--- src/rtl/debug_control.sv ---
// Debug controller: accepts run/step/reset command bytes, gates pipeline advance,
// and reports the fetch PC plus the enabled-cycle count as three transmitted bytes.
module debug_control #(
   parameter logic [7:0] CMD_RUN   = 8'h63,
   parameter logic [7:0] CMD_STEP  = 8'h73,
   parameter logic [7:0] CMD_RESET = 8'h72
) (
   input  logic       clk,
   input  logic       reset,
   input  logic       cmd_valid,
   input  logic [7:0] cmd_data,
   input  logic       halt_detected,
   input  logic [7:0] programCounter_in,
   input  logic       tx_busy,
   output logic       enableDebug,
   output logic       resetDebug,
   output logic       tx_start,
   output logic [7:0] tx_data,
   output logic [2:0] debug_state
);

   typedef enum logic [2:0] {
      S_IDLE       = 3'd0,
      S_RESET_PIPE = 3'd1,
      S_RUN        = 3'd2,
      S_STEP       = 3'd3,
      S_REPORT     = 3'd4,
      S_DONE       = 3'd5
   } state_t;

   typedef enum logic [1:0] {
      PH_SEND = 2'd0,
      PH_GAP  = 2'd1,
      PH_WAIT = 2'd2
   } phase_t;

   state_t      state_r;
   phase_t      phase_r;
   logic [1:0]  byte_idx_r;
   logic [15:0] cycle_count_r;
   logic [15:0] count_next_s;
   logic [15:0] snap_count_r;
   logic [7:0]  snap_pc_r;
   logic        halted_r;
   logic [7:0]  report_byte_s;

   assign debug_state = state_r;

   // Next value of the saturating enabled-cycle counter; also feeds the snapshot
   always_comb begin
      count_next_s = cycle_count_r;
      if (enableDebug && (cycle_count_r != 16'hFFFF)) begin
         count_next_s = cycle_count_r + 16'd1;
      end else begin
         count_next_s = cycle_count_r;
      end
   end

   // Select the report byte for the current position in the three-byte sequence
   always_comb begin
      report_byte_s = 8'h00;
      case (byte_idx_r)
         2'd0:    report_byte_s = snap_pc_r;
         2'd1:    report_byte_s = snap_count_r[15:8];
         2'd2:    report_byte_s = snap_count_r[7:0];
         default: report_byte_s = 8'h00;
      endcase
   end

   // Main control FSM with registered outputs, counter, halted flag and snapshots
   always_ff @(posedge clk) begin
      if (reset) begin
         state_r       <= S_IDLE;
         phase_r       <= PH_SEND;
         byte_idx_r    <= 2'd0;
         cycle_count_r <= 16'd0;
         snap_count_r  <= 16'd0;
         snap_pc_r     <= 8'h00;
         halted_r      <= 1'b0;
         enableDebug   <= 1'b0;
         resetDebug    <= 1'b0;
         tx_start      <= 1'b0;
         tx_data       <= 8'h00;
      end else begin
         cycle_count_r <= count_next_s;
         tx_start      <= 1'b0;
         resetDebug    <= 1'b0;
         case (state_r)
            S_IDLE: begin
               enableDebug <= 1'b0;
               if (cmd_valid) begin
                  if (cmd_data == CMD_RUN) begin
                     state_r     <= S_RUN;
                     enableDebug <= 1'b1;
                  end else if (cmd_data == CMD_STEP) begin
                     state_r     <= S_STEP;
                     enableDebug <= 1'b1;
                  end else if (cmd_data == CMD_RESET) begin
                     state_r    <= S_RESET_PIPE;
                     resetDebug <= 1'b1;
                  end
               end
            end
            S_RESET_PIPE: begin
               enableDebug   <= 1'b0;
               cycle_count_r <= 16'd0;
               halted_r      <= 1'b0;
               state_r       <= S_IDLE;
            end
            S_RUN: begin
               if (halt_detected) begin
                  enableDebug  <= 1'b0;
                  halted_r     <= 1'b1;
                  state_r      <= S_REPORT;
                  snap_pc_r    <= programCounter_in;
                  snap_count_r <= count_next_s;
                  byte_idx_r   <= 2'd0;
                  phase_r      <= PH_SEND;
               end
            end
            S_STEP: begin
               enableDebug  <= 1'b0;
               if (halt_detected) begin
                  halted_r <= 1'b1;
               end
               state_r      <= S_REPORT;
               snap_pc_r    <= programCounter_in;
               snap_count_r <= count_next_s;
               byte_idx_r   <= 2'd0;
               phase_r      <= PH_SEND;
            end
            S_REPORT: begin
               enableDebug <= 1'b0;
               // Each byte: pulse when idle, skip one cycle, then wait for the transmitter
               case (phase_r)
                  PH_SEND: begin
                     if (!tx_busy) begin
                        tx_start <= 1'b1;
                        tx_data  <= report_byte_s;
                        phase_r  <= PH_GAP;
                     end
                  end
                  PH_GAP: begin
                     phase_r <= PH_WAIT;
                  end
                  PH_WAIT: begin
                     if (!tx_busy) begin
                        phase_r <= PH_SEND;
                        if (byte_idx_r == 2'd2) begin
                           byte_idx_r <= 2'd0;
                           state_r    <= halted_r ? S_DONE : S_IDLE;
                        end else begin
                           byte_idx_r <= byte_idx_r + 2'd1;
                        end
                     end
                  end
                  default: begin
                     phase_r <= PH_SEND;
                  end
               endcase
            end
            S_DONE: begin
               enableDebug <= 1'b0;
               if (cmd_valid && (cmd_data == CMD_RESET)) begin
                  state_r    <= S_RESET_PIPE;
                  resetDebug <= 1'b1;
               end
            end
            default: begin
               enableDebug <= 1'b0;
               state_r     <= S_IDLE;
            end
         endcase
      end
   end

endmodule

--- config.mk ---
export PLATFORM = sky130hd
export DESIGN_NAME = debug_control
export DESIGN_NICKNAME = d
export VERILOG_FILES = /design/src/rtl/debug_control.sv
export SDC_FILE = /design/constraint.sdc
export NUM_CORES = 1
export LEC_CHECK = 0
export ABC_AREA = 1
export BUFFER_PORTS_ARGS = -buffer_cell sky130_fd_sc_hd__buf_2
export CAP_MARGIN = 20
export CORE_ASPECT_RATIO = 0.8
export CORE_UTILIZATION = 35
export DETAILED_ROUTE_END_ITERATION = 10
export SKIP_LAST_GASP = 1
export SYNTH_ARGS = -nofsm -noshare
export SYNTH_HDL_FRONTEND = slang
export SYNTH_SLANG_ARGS = --single-unit
--- constraint.sdc ---
create_clock -name clk -period 4.2 [get_ports clk]
set_clock_uncertainty 0.15 [all_clocks]
set_input_delay 0.42 -clock clk [delete_from_list [all_inputs] [get_ports clk]]
set_output_delay 0.42 -clock clk [all_outputs]
set_load 0.05 [all_outputs]
==> out/results.tsv <==
metric	value	unit
worst min path class	in2reg	
Pwr per Cell Area	408	nW/um^2
clock network power share	0.459	
Seq cells post-synth	59	
dpl ws	2110	ps
# setup viols final	0	
RSZ-0062 raised after global routing	no	
most frequent cells in the layout	nand2_1 (123), nor2_1 (76), dfxtp_1 (59), nand3_1 (45), inv_1 (44)	
yosys warns	0	
largest net degree at the start of global routing	41	
Post-DP Area	3170	um^2
number of port buffers	34	
worst endpoint required time	4290	ps
violation count after the first detailed-route iteration	165	
fin cells	592	
clk_lat worst skew	350	ps
commonest non-fill, non-tap cell in the layout	nand2_1	
DR vias/cell	4.65	
setup ws final	2180	ps
DR top layer	met4	
synthesized cell area	2940	um^2
endpoint class of the critical path	flip-flop	
clk root buf	clkbuf_8	
post-synthesis cell count	445	
worst setup path category	reg2reg	
Pre-antenna DRT Iters	4	
fin nets	501	
placed cells	576	
post_cts resized	0	
Syn Nets	467	
Tightest Pin Transition	671	ps
Netlist cell types	29	
Routed wire per std cell	11.7	um
register area share after synthesis	0.402	
Critical Path AT	2120	ps
DP HPWL	5.13	mm
core box area	8020	um^2
initial antenna violation count	0	
vias in the first global route	2521	
final wirelength	6.94	mm
Num CTS Buffers	9	
WL met1	3.73	mm
Setup Fix Bufs, Post-CTS	0	
final hold violation count	0	
minimum clock period	2020	ps
Switch Pwr	0.367	mW
combinational power share	0.124	
max_slew headroom	0.551	
I/O pins	35	
DRC	0	
total negative slack	0	ps
layout cells sized above 1	0.145	
final estimated routing congestion in global placement	0.854	
Die X	104	um
max-slew violations	0	
Clock transition at path regs	70	ps
DR vias	2755	
Lkg Pwr	1.43	nW
htree depth	3	
max_cap viols	0	
worst-path fanout max	40	
CTS tree	done	
clock buffer depth	2	
Mean Syn Cell Area	6.60	um^2
GRT Total Usage	0.174	
Die Height	83.9	um
switch share	0.264	
die area	8760	um^2
met2 wire length	2.71	mm
antenna-violating nets left	0	
Max Fclk	0.494	GHz
fin crit share	0.482	
antenna diode count	0	
GRT overflow	0	
area grow syn2layout	16.2	%
first-pass GRT wire length	12.0	mm
Num Clock Sinks	59	
row cnt	29	
peak supply drop	0.201	mV
Worst setup SP type	flip-flop	
Flop pwr share	0.418	
internal power	1.02	mW
metal3 WL	384	um
outcome	finished, final reports clean	
hold-fix buffers at CTS	0	
Starting Density	0.366	
Layout Cell Area excl Fill	3410	um^2
==> final cells by class <==
type,instances,area [um^2]
repair buffers,35,178
clock inverters,5,100
fillers,839,4610
flip-flops and latches,59,1180
inverters,47,179
well taps,108,135
multi-input cells,327,1500
clock buffers,11,141
==> worst max-delay path, cell delays in order, from the launching register on <==
cell,delay [ps]
dfxtp_1,390
inv_1,110
nor2_2,170
nand2_1,260
inv_2,560
nand3_1,150
nand2_1,90
inv_1,30
==> per-stage QoR <==
step / hold slack [ps] / total power, mW / util
6_report: 174 / 1.39 / 0.425
5_1_grt: 171 / 1.46 / 0.425
4_1_cts: 160 / 1.40 / 0.425
3_5_place_dp: 305 / 0.765 / 0.395
3_3_place_gp: 302 / 0.765 / 0.395
2_1_floorplan: 305 / 0.719 / -
==> synthesized netlist by cell type <==
| master | count | area (um^2) |
|---|---|---|
| nand2_2 | 6 | 37.5 |
| ha_1 | 1 | 12.5 |
| o21ai_1 | 1 | 5.00 |
| buf_12 | 1 | 20.0 |
| clkbuf_4 | 1 | 7.51 |
| xnor2_1 | 4 | 35.0 |
| nand3_1 | 45 | 225 |
| nand4_1 | 7 | 43.8 |
| clkinv_1 | 1 | 3.75 |
| inv_4 | 1 | 6.26 |
| dfxtp_1 | 59 | 1180 |
| xor2_1 | 3 | 26.3 |
| nor3_1 | 2 | 10.0 |
| inv_1 | 44 | 165 |
| clkbuf_1 | 4 | 15.0 |
| nor2_2 | 6 | 37.5 |
| buf_6 | 1 | 11.3 |
| nand2_4 | 1 | 11.3 |
| nor2_1 | 76 | 285 |
| o21ai_0 | 14 | 70.1 |
| nand2_1 | 123 | 462 |
| nand3b_1 | 1 | 7.51 |
| buf_4 | 2 | 15.0 |
| inv_2 | 1 | 3.75 |
| a21oi_1 | 27 | 135 |
| buf_2 | 3 | 15.0 |
| o22ai_1 | 2 | 12.5 |
| nor2_4 | 4 | 45.0 |
| o31ai_1 | 4 | 30.0 |
==> final timing paths <==
check                              startpoint                            to  slack [ps]  cells past startpoint
hold reg to reg       tx_data[0]$_SDFFE_PP0P_       tx_data[0]$_SDFFE_PP0P_         310                      2
setup / recovery  debug_state[1]$_SDFFE_PP0P_  snap_count_r[3]$_SDFFE_PP0P_        2180                      7
hold / removal           programCounter_in[2]     snap_pc_r[2]$_SDFFE_PP0P_         170                      3
setup reg to reg  debug_state[1]$_SDFFE_PP0P_  snap_count_r[3]$_SDFFE_PP0P_        2180                      7
==> cells by family (layout without fill, tap and decap cells) <==
group | Yosys count | in the layout | share of synthesized area
AO/OA/AOI/OAI | 48 | 48 | 0.0861
adder cells (fa/ha/maj) | 1 | 1 | 0.00426
flip-flops | 59 | 59 | 0.402
AND/OR/NAND/NOR | 271 | 271 | 0.397
XOR/XNOR | 7 | 7 | 0.0209
buffers and inverters | 59 | 98 | 0.0895
==> power by group through the flow <==
| stage | clock (mW) | sequential, mW | combinational [mW] |
|---|---|---|---|
| 3_5_place_dp | 0 | 0.593 | 0.171 |
| 4_1_cts | 0.649 | 0.581 | 0.172 |
| 3_3_place_gp | 0 | 0.593 | 0.172 |
| 6_report | 0.638 | 0.581 | 0.172 |
| 5_1_grt | 0.678 | 0.582 | 0.200 |
| 2_1_floorplan | 0 | 0.616 | 0.103 |
==> metal layers <==
metal  vias to the layer above  track usage
met1                      1199        0.256
met3                        10       0.0422
met4                         0       0.0701
li1                       1479            -
met2                        67        0.241
met5                         -            0
==> state kept, by name, summed over array words and instances, names as in the netlist, 2 cells and up <==
signal and cells:
byte_idx_r 2, cycle_count_r 16, debug_state 3, phase_r 2, snap_count_r 16, snap_pc_r 8, tx_data 8
No activity file was read; power rests on OpenSTA's default activity.
